`src/rtl/ps2_pkg.sv`:
```
// Shared constants and types for the PS/2 key event path.
// Holds the scan-code prefixes, the non-key response bytes, the parse states and the event record.
package ps2_pkg;

    localparam logic [7:0] PS2_EXT    = 8'hE0;
    localparam logic [7:0] PS2_BRK    = 8'hF0;

    localparam logic [7:0] PS2_BAT_OK = 8'hAA;
    localparam logic [7:0] PS2_ACK    = 8'hFA;
    localparam logic [7:0] PS2_ECHO   = 8'hEE;
    localparam logic [7:0] PS2_RESEND = 8'hFE;
    localparam logic [7:0] PS2_ERR0   = 8'h00;
    localparam logic [7:0] PS2_ERR1   = 8'hFF;

    typedef enum logic [1:0] {
        StIdle,
        StGotE0,
        StGotF0,
        StGotE0F0
    } ps2_state_e;

    typedef struct packed {
        logic       ext;
        logic       brk;
        logic [7:0] code;
    } ps2_event_t;

    // Keyboard status/response bytes that never form part of a key event.
    function automatic logic is_response(input logic [7:0] b);
        return (b == PS2_BAT_OK) || (b == PS2_ACK) || (b == PS2_ECHO) ||
               (b == PS2_RESEND) || (b == PS2_ERR0) || (b == PS2_ERR1);
    endfunction

endpackage

```
`src/rtl/ps2_event_fifo.sv`:
```
// Synchronous first-word-fall-through FIFO for key events.
// A push into a full FIFO succeeds only when a pop happens in the same cycle; otherwise it is dropped.
module ps2_event_fifo #(
    parameter int unsigned DEPTH = 4,
    parameter int unsigned WIDTH = 10
) (
    input  logic                     clk,
    input  logic                     reset,
    input  logic                     push,
    input  logic [WIDTH-1:0]         push_data,
    input  logic                     pop,
    output logic                     valid,
    output logic [WIDTH-1:0]         head,
    output logic [$clog2(DEPTH):0]   count,
    output logic                     not_full,
    output logic                     drop
);

    localparam int unsigned AW = $clog2(DEPTH);
    localparam int unsigned CW = AW + 1;

    logic [WIDTH-1:0] mem_q [DEPTH];
    logic [AW-1:0]    wr_ptr_q, rd_ptr_q;
    logic [CW-1:0]    count_q, count_d;
    logic             valid_q, not_full_q;
    logic             full, pop_ok, push_ok;

    assign full    = (count_q == CW'(DEPTH));
    assign pop_ok  = pop && (count_q != '0);
    // The same-cycle pop frees a slot, so a full FIFO still accepts the push.
    assign push_ok = push && (!full || pop_ok);
    assign drop    = push && full && !pop_ok;

    always_comb begin
        count_d = count_q;
        if (push_ok && !pop_ok) begin
            count_d = count_q + CW'(1);
        end else if (pop_ok && !push_ok) begin
            count_d = count_q - CW'(1);
        end
    end

    always_ff @(posedge clk) begin
        if (reset) begin
            for (int unsigned i = 0; i < DEPTH; i++) begin
                mem_q[i] <= '0;
            end
            wr_ptr_q   <= '0;
            rd_ptr_q   <= '0;
            count_q    <= '0;
            valid_q    <= 1'b0;
            not_full_q <= 1'b1;
        end else begin
            if (push_ok) begin
                mem_q[wr_ptr_q] <= push_data;
                wr_ptr_q        <= wr_ptr_q + AW'(1);
            end
            if (pop_ok) begin
                rd_ptr_q <= rd_ptr_q + AW'(1);
            end
            count_q    <= count_d;
            valid_q    <= (count_d != '0);
            not_full_q <= (count_d != CW'(DEPTH));
        end
    end

    assign valid    = valid_q;
    assign head     = mem_q[rd_ptr_q];
    assign count    = count_q;
    assign not_full = not_full_q;

endmodule

```
`src/rtl/ps2_key_event_ctrl.sv`:
```
// Parses PS/2 scan-code bytes into {ext, brk, code} events and queues them for the CPU I/O module.
// Define PS2_PREFIX_TIMEOUT_EN to abandon a prefix sequence after TIMEOUT_CYC idle cycles.
module ps2_key_event_ctrl
    import ps2_pkg::*;
#(
    parameter int unsigned DEPTH       = 4,
    parameter int unsigned TIMEOUT_CYC = 100000
) (
    input  logic                   clk,
    input  logic                   reset,
    input  logic                   rx_done_tick,
    input  logic [7:0]             dout,
    output logic                   rx_en,
    input  logic                   ev_rd,
    output logic                   ev_valid,
    output logic [9:0]             ev_data,
    output logic [$clog2(DEPTH):0] ev_count,
    output logic                   ovf,
    output logic                   proto_err,
    input  logic                   clr_flags
);

    ps2_state_e state_q, state_d;
    ps2_event_t push_ev;
    logic       push, perr_set, drop;
    logic       ovf_q, ovf_d, perr_q, perr_d;
    logic [9:0] head;

`ifdef PS2_PREFIX_TIMEOUT_EN
    logic [31:0] tmo_q;
    logic        timeout;

    assign timeout = (state_q != StIdle) && (tmo_q >= TIMEOUT_CYC);

    always_ff @(posedge clk) begin
        if (reset || (state_q == StIdle) || rx_done_tick) begin
            tmo_q <= '0;
        end else begin
            tmo_q <= tmo_q + 32'd1;
        end
    end
`else
    logic unused_tmo_cyc;
    assign unused_tmo_cyc = (TIMEOUT_CYC == 0);
`endif

    always_comb begin
        state_d  = state_q;
        push     = 1'b0;
        push_ev  = '0;
        perr_set = 1'b0;
        if (rx_done_tick) begin
            unique case (state_q)
                StIdle: begin
                    if (dout == PS2_EXT) begin
                        state_d = StGotE0;
                    end else if (dout == PS2_BRK) begin
                        state_d = StGotF0;
                    end else if (!is_response(dout)) begin
                        push    = 1'b1;
                        push_ev = '{ext: 1'b0, brk: 1'b0, code: dout};
                    end
                end
                StGotE0: begin
                    if (dout == PS2_BRK) begin
                        state_d = StGotE0F0;
                    end else if (dout != PS2_EXT) begin
                        push    = 1'b1;
                        push_ev = '{ext: 1'b1, brk: 1'b0, code: dout};
                        state_d = StIdle;
                    end
                end
                StGotF0, StGotE0F0: begin
                    state_d = StIdle;
                    if ((dout == PS2_EXT) || (dout == PS2_BRK)) begin
                        perr_set = 1'b1;
                    end else begin
                        push    = 1'b1;
                        push_ev = '{ext: (state_q == StGotE0F0), brk: 1'b1, code: dout};
                    end
                end
                default: state_d = StIdle;
            endcase
        end
`ifdef PS2_PREFIX_TIMEOUT_EN
        else if (timeout) begin
            state_d  = StIdle;
            perr_set = 1'b1;
        end
`endif
    end

    // A flag being set in the same cycle as clr_flags stays set.
    always_comb begin
        ovf_d  = clr_flags ? 1'b0 : ovf_q;
        perr_d = clr_flags ? 1'b0 : perr_q;
        if (drop) begin
            ovf_d = 1'b1;
        end
        if (perr_set) begin
            perr_d = 1'b1;
        end
    end

    always_ff @(posedge clk) begin
        if (reset) begin
            state_q <= StIdle;
            ovf_q   <= 1'b0;
            perr_q  <= 1'b0;
        end else begin
            state_q <= state_d;
            ovf_q   <= ovf_d;
            perr_q  <= perr_d;
        end
    end

    ps2_event_fifo #(
        .DEPTH (DEPTH),
        .WIDTH ($bits(ps2_event_t))
    ) u_fifo (
        .clk       (clk),
        .reset     (reset),
        .push      (push),
        .push_data (push_ev),
        .pop       (ev_rd),
        .valid     (ev_valid),
        .head      (head),
        .count     (ev_count),
        .not_full  (rx_en),
        .drop      (drop)
    );

    assign ev_data   = head;
    assign ovf       = ovf_q;
    assign proto_err = perr_q;

endmodule
```
`config.mk`:
```
export PLATFORM = sky130hd
export DESIGN_NAME = ps2_key_event_ctrl
export DESIGN_NICKNAME = d
export VERILOG_FILES = /design/src/rtl/ps2_pkg.sv /design/src/rtl/ps2_event_fifo.sv /design/src/rtl/ps2_key_event_ctrl.sv
export SDC_FILE = /design/constraint.sdc
export NUM_CORES = 1
export LEC_CHECK = 0
export CAP_MARGIN = 15
export CORE_MARGIN = 1.5
export CORE_UTILIZATION = 30
export DETAILED_ROUTE_END_ITERATION = 6
export GPL_TIMING_DRIVEN = 0
export PLACE_DENSITY_LB_ADDON = 0.25
export SLEW_MARGIN = 25
export SYNTH_ARGS = -nofsm -noshare
export SYNTH_HDL_FRONTEND = slang
export SYNTH_SLANG_ARGS = --single-unit
```
`constraint.sdc`:
```
create_clock -name clk -period 2.8 [get_ports clk]
set_clock_uncertainty 0.05 [all_clocks]
set_input_delay 0.7 -clock clk [delete_from_list [all_inputs] [get_ports clk]]
set_output_delay 0.7 -clock clk [all_outputs]
set_load 0.1 [all_outputs]
```
# After elaboration in Yosys (flattened, before gate mapping)
# Memory sizes are Yosys's and may differ from the RTL's. A register that Yosys moved wholly into a read port is not among the register bits.
# Index checks and enable logic that the tools add are counted.
[op_classes]
n_addsub = 4
n_lt_le_gt_ge = 0
div_mod_pow = 0
eq_ne = 15
n_mux = 39
n_shift = 0
mul = 0
n_bitwise = 0
reduce_logical = 25
[op_table]
columns = ["op", "count"]
rows = [
  ["== test 8 bit (second input constant)", 7],
  ["2-to-1 mux 10 bit", 5],
  ["case mux 10 bit (3 select lines)", 1],
  ["2-to-1 mux 8 bit", 3],
  ["2-to-1 mux 1 bit", 19],
  ["2-to-1 mux 2 bit", 7],
  ["OR reduction 10 bit", 1],
  ["!= test 3 bit (second input constant)", 3],
  ["logical NOT 8 bit", 1],
  ["!= test 8 bit (second input constant)", 1],
  ["logical OR 1 bit", 7],
  ["logical AND 1 bit", 6],
  ["2-to-1 mux 3 bit", 2],
  ["case mux 2 bit (3 select lines)", 1],
  ["nonzero test 3 bit", 2],
  ["adder 2 x 1 -> 2 bit (second input constant)", 2],
  ["== test 2 bit (second input constant)", 2],
  ["nonzero test 2 bit", 2],
  ["adder 3 x 1 -> 3 bit (second input constant)", 1],
  ["== test 3 bit (second input constant)", 1],
  ["logical NOT 1 bit", 3],
  ["case mux 1 bit (3 select lines)", 1],
  ["AND reduction 3 bit", 1],
  ["subtractor 3 x 1 -> 3 bit (second input constant)", 1],
  ["other kinds (3)", 3],
]
[totals]
out_inout_bits = 17
mem_count = 1
mem_bits_rw = 40
register_bits = 13
word_cells = 92
latchBits = 0
mem_bits_ro = 0
in_bits = 13
[memory_table]
columns = ["name", "depth", "word_bits", "read_ports", "rd_clocked_by_memory_dff", "wr", "line", "rtl"]
rows = [
  ["u_fifo.mem_q", 4, 10, 1, 1, 4, "ps2_event_fifo.sv:22", "logic [WIDTH-1:0] mem_q [DEPTH];"],
]

# Depth between registers and ports, before layout
# Gate-level depths: netlist (run 1).
[logic_depth]
ltp_word = 17
depth_mapped = 8
mapped_depth_nobuf = 8

# By module
# Synthesis (run 1) repeated with hierarchy kept, for this count alone.
[unflattened]
cells_unflattened = 217
area_unflattened_um2 = 2716.4
[modules_own_cells]
columns = ["module", "seq_area_each_um2", "area_per_inst_um2", "cells_per_inst", "instances"]
rows = [
  ["ps2_event_fifo", 1421.4, 2369.8, 170, 1],
  ["ps2_key_event_ctrl", 80.1, 346.6, 47, 1],
]

# Worst setup path after synthesis (run 1)
# OpenSTA, ideal clock, no wires.
[synth_path]
kind = "flip-flop to flip-flop"
from = "register u_fifo.count_q[0] (netlist: u_fifo.count[0])"
to = "memory u_fifo.mem_q[1][0] (enable)"
slack_ps = -387
stages_incl_launch_ff = 7
t_arrival_ps = 2758
t_required_ps = 2371
setup_ps = 379
synth_period_minus_slack_ps = 3187
path_buffers = 0
cell_sequence = "dfxtp_1 -> inv_1 -> ha_1 -> nor3b_1 -> nor3_1 -> nand2_1 -> o21bai_1"
[synth_lines]
columns = ["item", "line", "rtl"]
rows = [
  ["start: declaration", "ps2_event_fifo.sv:24", "logic [CW-1:0] count_q, count_d;"],
  ["start signal: assignment", "ps2_event_fifo.sv:61", "count_q <= count_d;"],
  ["end: declaration", "ps2_event_fifo.sv:22", ""],
]

==> results of run 1 <==
## sequential cells by signal, summed over array words and instances (netlist names), 2 cells and up, named ones only
| name | cells |
|---|---|
| u_fifo.wr_ptr_q | 2 |
| u_fifo.rd_ptr_q | 2 |
| u_fifo.mem_q | 40 |
| u_fifo.count | 3 |
| state_q | 2 |
## repair_timing
item                                    CTS  global route
hold endpoints to repair                  0             0
cloned                                    0             0
pin swaps                                 1             4
setup buffers                             1             5
gates resized for setup                  40             8
endpoints found under the setup margin   77            31
## worst min-delay path by stage
stage | start | to | slack, ns | cells past startpoint
after floorplan | u_fifo.rd_ptr_q[1] | flip-flop | 0.43 | 2
after global placement | proto_err | proto_err | 0.43 | 2
after detailed placement | proto_err | proto_err | 0.43 | 2
after CTS | proto_err | proto_err | 0.46 | 2
after global routing | proto_err | proto_err | 0.50 | 2
final | proto_err | proto_err | 0.45 | 2
## placed cells by master (no fill, tap or decap), types with 3 or more instances in the layout
cell	instances
clkbuf_8	5
clkdlybuf4s15_2	10
clkdlybuf4s50_1	11
edfxtp_1	40
xnor2_1	4
inv_1	10
nor3_1	4
mux4_2	10
and3_1	8
clkbuf_1	6
nor4_1	6
and2_1	20
dfxtp_1	12
nor2_1	14
dlymetal6s2s_1	3
a21oi_1	3
nand2_1	8
ha_1	3
buf_4	5
## area by class of cell
class | count | area share (%)
clock inverters | 3 | 1.46
clock buffers | 5 | 2.17
well taps | 105 | 4.13
multi-input cells | 122 | 32.0
flip-flops and latches | 55 | 47.4
inverters | 11 | 1.42
repair buffers | 33 | 10.7
plain buffers | 6 | 0.709
## critical path, cell delays in order
cell           delay [ns]
dlygate4sd2_1        0.29
or3b_1               0.45
o41ai_4              0.43
nor3_1               0.12
and2b_4              0.23
clkinvlp_4           0.13
nor3_4               0.05
buf_4                0.17
and2_1               0.16
## cells by family (layout without fill, tap and decap cells)
kind of cell / after synthesis / count (layout) / synth area share (%)
and+or+nand+nor: 79 / 79 / 17.7
adders and majority gates: 3 / 3 / 1.47
AOI/OAI and AO/OA: 22 / 22 / 7.30
buffers and inverters: 20 / 58 / 2.94
xor gates and xnor gates: 6 / 6 / 2.06
muxes: 12 / 12 / 9.75
DFF: 55 / 55 / 58.8
## per-stage QoR
stage	hold slack [ns]	power, uW	setup slack [ns]	util [%]
after floorplan	0.435	2080	0.198	-
after detailed placement	0.431	2370	-0.794	36.0
after CTS	0.459	2890	0.0359	37.9
after global routing	0.498	3050	-0.00779	38.7
after global placement	0.430	2370	-0.699	36.0
final	0.454	2910	0.0974	38.7
## power by group
part / internal [uW] / switching [uW] / leakage, uW
Combinational: 381 / 891 / 0.000572
Sequential: 989 / 103 / 0.000543
Clock: 270 / 273 / 0.0000548
Total: 1640 / 1270 / 0.00117
## per-layer routing
| layer | vias up | GRT usage [%] |
|---|---|---|
| met4 | 0 | 4.10 |
| met5 | - | 0 |
| li1 | 810 | - |
| met3 | 7 | 2.87 |
| met1 | 832 | 17.5 |
| met2 | 31 | 22.7 |
==> results by group, run 1 <==
Worst hold path
  • Worst Hold Class: reg2reg

Drt
  • Mean routed wirelength per cell: 16.2 um
  • Post-route DRC: 0
  • Highest metal layer with signal wires: met4
  • Routed WL: 5.51 mm
  • Vias per cell: 4.94
  • Initial DRC Count: 91
  • Vias post-DR: 1680
  • DRT antenna net count: 0
  • WL met2: 2.67 mm
  • DR WL met3: 174 um
  • M1 wire length: 2.60 mm
  • Drt pass-1 iters: 4

Final layout
  • Final nets: 250
  • Filler Cells Inserted: 790
  • Number of diodes: 0
  • Area delta synth->final: 24.4%
  • Reg area: 0.00151 mm2
  • Area used by multi-input combinational logic: 0.00102 mm2
  • Non-filler instance count after layout: 340
  • Share of cells above drive strength 1: 23.4%
  • Design Area, Final: 0.00318 mm2

Die
  • Die width: 95.3 um
  • Starting Density: 31.1%
  • IO Count: 30
  • Core area: 0.00822 mm2
  • Die area: 0.00907 mm2
  • Vert. Die Dim: 95.3 um
  • Rows: 33

Yosys
  • Yosys top cell area share: 47.0%
  • Ys Warns: 0
  • Seq/Total Area, Yosys: 58.8%
  • Unique masters post-synth: 49
  • Syn Inst Count: 197
  • Area contributors post-synth: edfxtp_1 (47%), dfxtp_1 (12%), mux4_2 (8.8%), and2_1 (4.9%), and3_1 (2.2%)
  • #FFs+latches synth: 55
  • Mapped Area: 0.00255 mm2
  • Commonest register cell after synthesis: edfxtp_1
  • Syn_nets: 213
  • Post-synth EDFFs: 40
  • Post-synth ARST share: 0%
  • Mean Syn Cell Area: 13.0 um2
  • Count leader, synth: edfxtp_1
  • Yosys top cell by area: edfxtp_1
  • Synth top cells by count: edfxtp_1 (40), and2_1 (20), dfxtp_1 (15)

Clocking
  • CTS Root Cell: clkbuf_8
  • H-Tree Depth: 2
  • CTS clk-pin slew, worst paths: 0.10 ns
  • Clk Latency, worst-skew pair: 0.32 ns
  • Hold buffers post-CTS: 0
  • Max Root-Sink Buffers: 2
  • CTS tree: built
  • Clock net sink count: 55
  • CTS Buf Count: 5

Pwr
  • Pwr per Cell Area: 914 mW/mm2
  • Static leakage power: 0.00117 uW
  • Peak supply drop: 0.719 mV

Timing
  • Slew margin rel.: 34.9%
  • Fin. Hold Viols: 0
  • Final Max Slew Viols: 0
  • Min Clock Period, post-route: 2.70 ns
  • Setup_tns: 0 ns
  • Final setup fails: 0
  • RSZ-0062 raised after global routing: yes
  • Share of the clock period used by the worst path: 96.5%
  • Max Freq: 370 MHz
  • Actual slew at the worst max-slew pin: 0.974 ns

Setup path
  • Worst setup path endpoint: u_fifo.mem_q[1][5]
  • Worst R2R Start: state_q[1]
  • Req. time, crit path: 2.83 ns
  • Critical path startpoint category: input port
  • FF-to-FF setup slack: 0.36 ns
  • Worst Path Max Fanout: 7
  • Worst R2R End: u_fifo.mem_q[1][5]
  • R2r worst-path depth: 8
  • Crit end category: flip-flop
  • Critical path type: in2reg
  • Worst EP arrival: 2.74 ns
  • Critical path launch point: dout[1]

Global routing
  • Initial antenna violation count: 0
  • Remaining global-route overflow: 0
  • Gr usage total: 13.5%
  • First-pass GRT wire length: 8.95 mm
  • Vias in the first global route: 1704
  • Largest net degree at the start of global routing: 19

Placement
  • GP Congestion: 0.744
  • HPWL after DPL: 3.68 mm
  • Placed inst area: 0.00296 mm2
  • Input/output buffers: 27
  • Placed Cells: 329

Status
  • Outcome: completed

Run
  • Maxcap violations: 0
Note: power is estimated with default switching activity, not from simulation.
==> run 2, diff against run 1 <==
- CELL_PAD_IN_SITES_DETAIL_PLACEMENT: unset -> 0
- CELL_PAD_IN_SITES_GLOBAL_PLACEMENT: unset -> 1
==> run 2 against run 1 <==
  * Combinational power about the same
  * Highest routed layer unchanged
  * Critical endpoint is now u_fifo.not_full
  * Critical path depth decreased by 1
  * Non-clock buffer count decreased by 1
  * Core utilization decreased by 0.27 points
  * Hold slack improved by 0.0064 ns
  * Setup slack got worse by 0.0054 ns
  * Fmax decreased by 0.20%
  * Die area unchanged
==> results by group, run 2 (synthesis gave the netlist of run 1 again) <==
Timing
  • Slew margin rel.: 35.3% (was 34.9%)
  • Share of the clock period used by the worst path: 96.7% (was 96.5%)
  • Final Max Slew Viols: 0 (unchanged)
  • Actual slew at the worst max-slew pin: 0.968 ns (was 0.974 ns)
  • RSZ-0062 raised after global routing: no (was yes)
  • Final setup fails: 0 (unchanged)
  • Fin. Hold Viols: 0 (unchanged)
  • Max Freq: 369 MHz (was 370 MHz)
  • Final hold slack: 0.461 ns (was 0.454 ns)
  • Min Clock Period, post-route: 2.71 ns (was 2.70 ns)
  • Setup_tns: 0 ns (unchanged)

Setup path
  • Worst Path Max Fanout: 9 (was 7)
  • WP buf/inv: 2 (was 3)
  • Worst stage delay on the critical path: 0.46 ns (was 0.45 ns)
  • Worst EP arrival: 2.86 ns (was 2.74 ns)
  • Worst R2R End: u_fifo.not_full (was u_fifo.mem_q[1][5])
  • Critical path startpoint category: input port (unchanged)
  • Req. time, crit path: 2.95 ns (was 2.83 ns)
  • FF-to-FF setup slack: 0.39 ns (was 0.36 ns)
  • R2r worst-path depth: 9 (was 8)
  • Crit-path slowest cell: or3b_1 (unchanged)
  • Crit end category: flip-flop (unchanged)
  • Delay-heaviest family, CP: simple AND/OR/NAND/NOR gates (unchanged)
  • Cell breakdown of the critical path: dlygate4sd2_1 > or3b_1 > o41ai_4 > buf_4 > nor2_2 > mux2i_2 > a22oi_1 > or3_1 (was dlygate4sd2_1 > or3b_1 > o41ai_4 > nor3_1 > and2b_4 > clkinvlp_4 > nor3_4 > buf_4 > and2_1)
  • Critical path type: in2reg (unchanged)
  • Worst R2R Start: state_q[1] (unchanged)

Clocking
  • Max Root-Sink Buffers: 2 (unchanged)
  • H-Tree Depth: 2 (unchanged)
  • CTS clk-pin slew, worst paths: 0.10 ns (about the same)
  • CTS tree: built (unchanged)
  • CTS Root Cell: clkbuf_8 (unchanged)
  • Clk Latency, worst-skew pair: 0.31 ns (was 0.32 ns)
  • CTS Buf Count: 5 (unchanged)
  • Clock net sink count: 55 (unchanged)

Global routing
  • Largest net degree at the start of global routing: 20 (was 19)
  • Vias in the first global route: 1628 (was 1704)
  • Remaining global-route overflow: 0 (unchanged)
  • Gr usage total: 13.0% (was 13.5%)
  • First-pass GRT wire length: 8.65 mm (was 8.95 mm)
  • Initial antenna violation count: 0 (unchanged)

Placement
  • HPWL after DPL: 3.69 mm (was 3.68 mm)
  • GP Congestion: 0.786 (was 0.744)
  • Placed inst area: 0.00296 mm2 (unchanged)
  • Input/output buffers: 27 (unchanged)

Pwr
  • Peak supply drop: 0.533 mV (was 0.719 mV)
  • Static leakage power: 0.00116 uW (was 0.00117 uW)
  • Pwr per Cell Area: 887 mW/mm2 (was 914 mW/mm2)
  • Overall Power: 2800 uW (was 2910 uW)

Run
  • Maxcap violations: 0 (unchanged)

Drt
  • Routed WL: 5.33 mm (was 5.51 mm)
  • Drt pass-1 iters: 4 (unchanged)
  • Initial DRC Count: 64 (was 91)
  • Post-route DRC: 0 (unchanged)
  • Vias per cell: 4.91 (was 4.94)
  • Vias post-DR: 1665 (was 1680)
  • DRT antenna net count: 0 (unchanged)
  • Mean routed wirelength per cell: 15.7 um (was 16.2 um)

Worst hold path
  • Hold path depth: 2 (unchanged)
  • Worst hold endpoint: proto_err (unchanged)
  • Hold path start: proto_err (unchanged)
  • Worst Hold Class: reg2reg (unchanged)

Final layout
  • Commonest cells after routing, fill and taps aside: edfxtp_1 (40), and2_1 (20), nor2_1 (14), dfxtp_1 (12), clkdlybuf4s50_1 (11) (unchanged)
  • Largest register FFs: 40 (unchanged)
  • Area delta synth->final: 23.6% (was 24.4%)
  • Design Area, Final: 0.00316 mm2 (was 0.00318 mm2)
  • Biggest register: u_fifo.mem_q (unchanged)
  • Number of diodes: 0 (unchanged)
  • Share of cells above drive strength 1: 22.6% (was 23.4%)
  • Most common cell after layout, fill and taps aside: edfxtp_1 (unchanged)
  • Final nets: 249 (was 250)

Die
  • Die width: 95.3 um (unchanged)
  • Vert. Die Dim: 95.3 um (unchanged)
  • Rows: 33 (unchanged)
  • Die area: 0.00907 mm2 (unchanged)
  • Core area: 0.00822 mm2 (unchanged)
  • Starting Density: 31.1% (unchanged)
  • IO Count: 30 (unchanged)

Status
  • Outcome: completed (unchanged)
run 2: cell count changes in the layout (fill, tap and decap cells not counted), sizes merged:
cell         previous run  this run
clkinvlp                2         1
clkinv                  0         2
clkbuf                 12        11
dlygate4sd2             2         3
buf                     6         5
bufinv                  1         0
run 2: cell type report:
| type | instances | area (um2) |
|---|---|---|
| Fill cell | 775 | 5060 |
| Sequential cell | 55 | 1510 |
| Multi-Input combinational cell | 122 | 1010 |
| Timing Repair Buffer | 32 | 337 |
| Tap cell | 105 | 131 |
| Clock buffer | 5 | 68.8 |
| Inverter | 11 | 45.0 |
| Clock inverter | 3 | 28.8 |
| Buffer | 6 | 22.5 |
run 2: per-layer routing:
layer / GRT usage, % / share of wire (%) / vias to the layer above / wire [um]
met1: 16.6 / 46 / 830 / 2430
met5: 0 / 0 / - / 0
li1: - / - / 803 / -
met4: 3.73 / 0.56 / 0 / 30
met2: 22.2 / 50 / 30 / 2650
met3: 2.71 / 4.1 / 2 / 216
run 2: repair_timing:
action / CTS / global route
pin swaps: 2 / 2
hold buffers: 0 / 0
endpoints found under the setup margin: 77 / 31
buffers inserted: 3 / 2
gates resized for setup: 39 / 7
run 2: how the worst max path moves through the flow:
stage / end / slack [ns] / depth (start not counted) / start
after global routing: u_fifo.not_full / 0.01 / 10 / dout[1]
after floorplan: u_fifo.mem_q[1][0] / 0.20 / 7 / dout[2]
after global placement: u_fifo.mem_q[2][0] / -0.68 / 8 / dout[6]
after detailed placement: u_fifo.mem_q[2][6] / -0.68 / 8 / dout[6]
after CTS: u_fifo.not_full / 0.01 / 9 / dout[0]
final: u_fifo.not_full / 0.09 / 8 / dout[6]
run 2: metrics by stage:
| step | util (%) | setup slack (ns) | cells |
|---|---|---|---|
| 2_1_floorplan | - | 0.198 | 197 |
| 3_3_place_gp | 36.0 | -0.682 | 329 |
| 3_5_place_dp | 36.0 | -0.675 | 329 |
| 4_1_cts | 37.8 | 0.0122 | 337 |
| 5_1_grt | 38.4 | 0.0109 | 339 |
| 6_report | 38.4 | 0.0920 | 339 |
run 2: tightest hold or removal path, delay by kind of cell, from the launching register on:
kind	cells	cell delay (ns)
AO/OA/AOI/OAI	1	0.06
flip-flops	1	0.35
AND/OR/NAND/NOR	1	0.07
run 2: report_power, final:
| part | internal [uW] | switching (uW) | leakage [uW] |
|---|---|---|---|
| Clock | 186 | 274 | 0.0000502 |
| Combinational | 369 | 882 | 0.000568 |
| Sequential | 989 | 101 | 0.000543 |
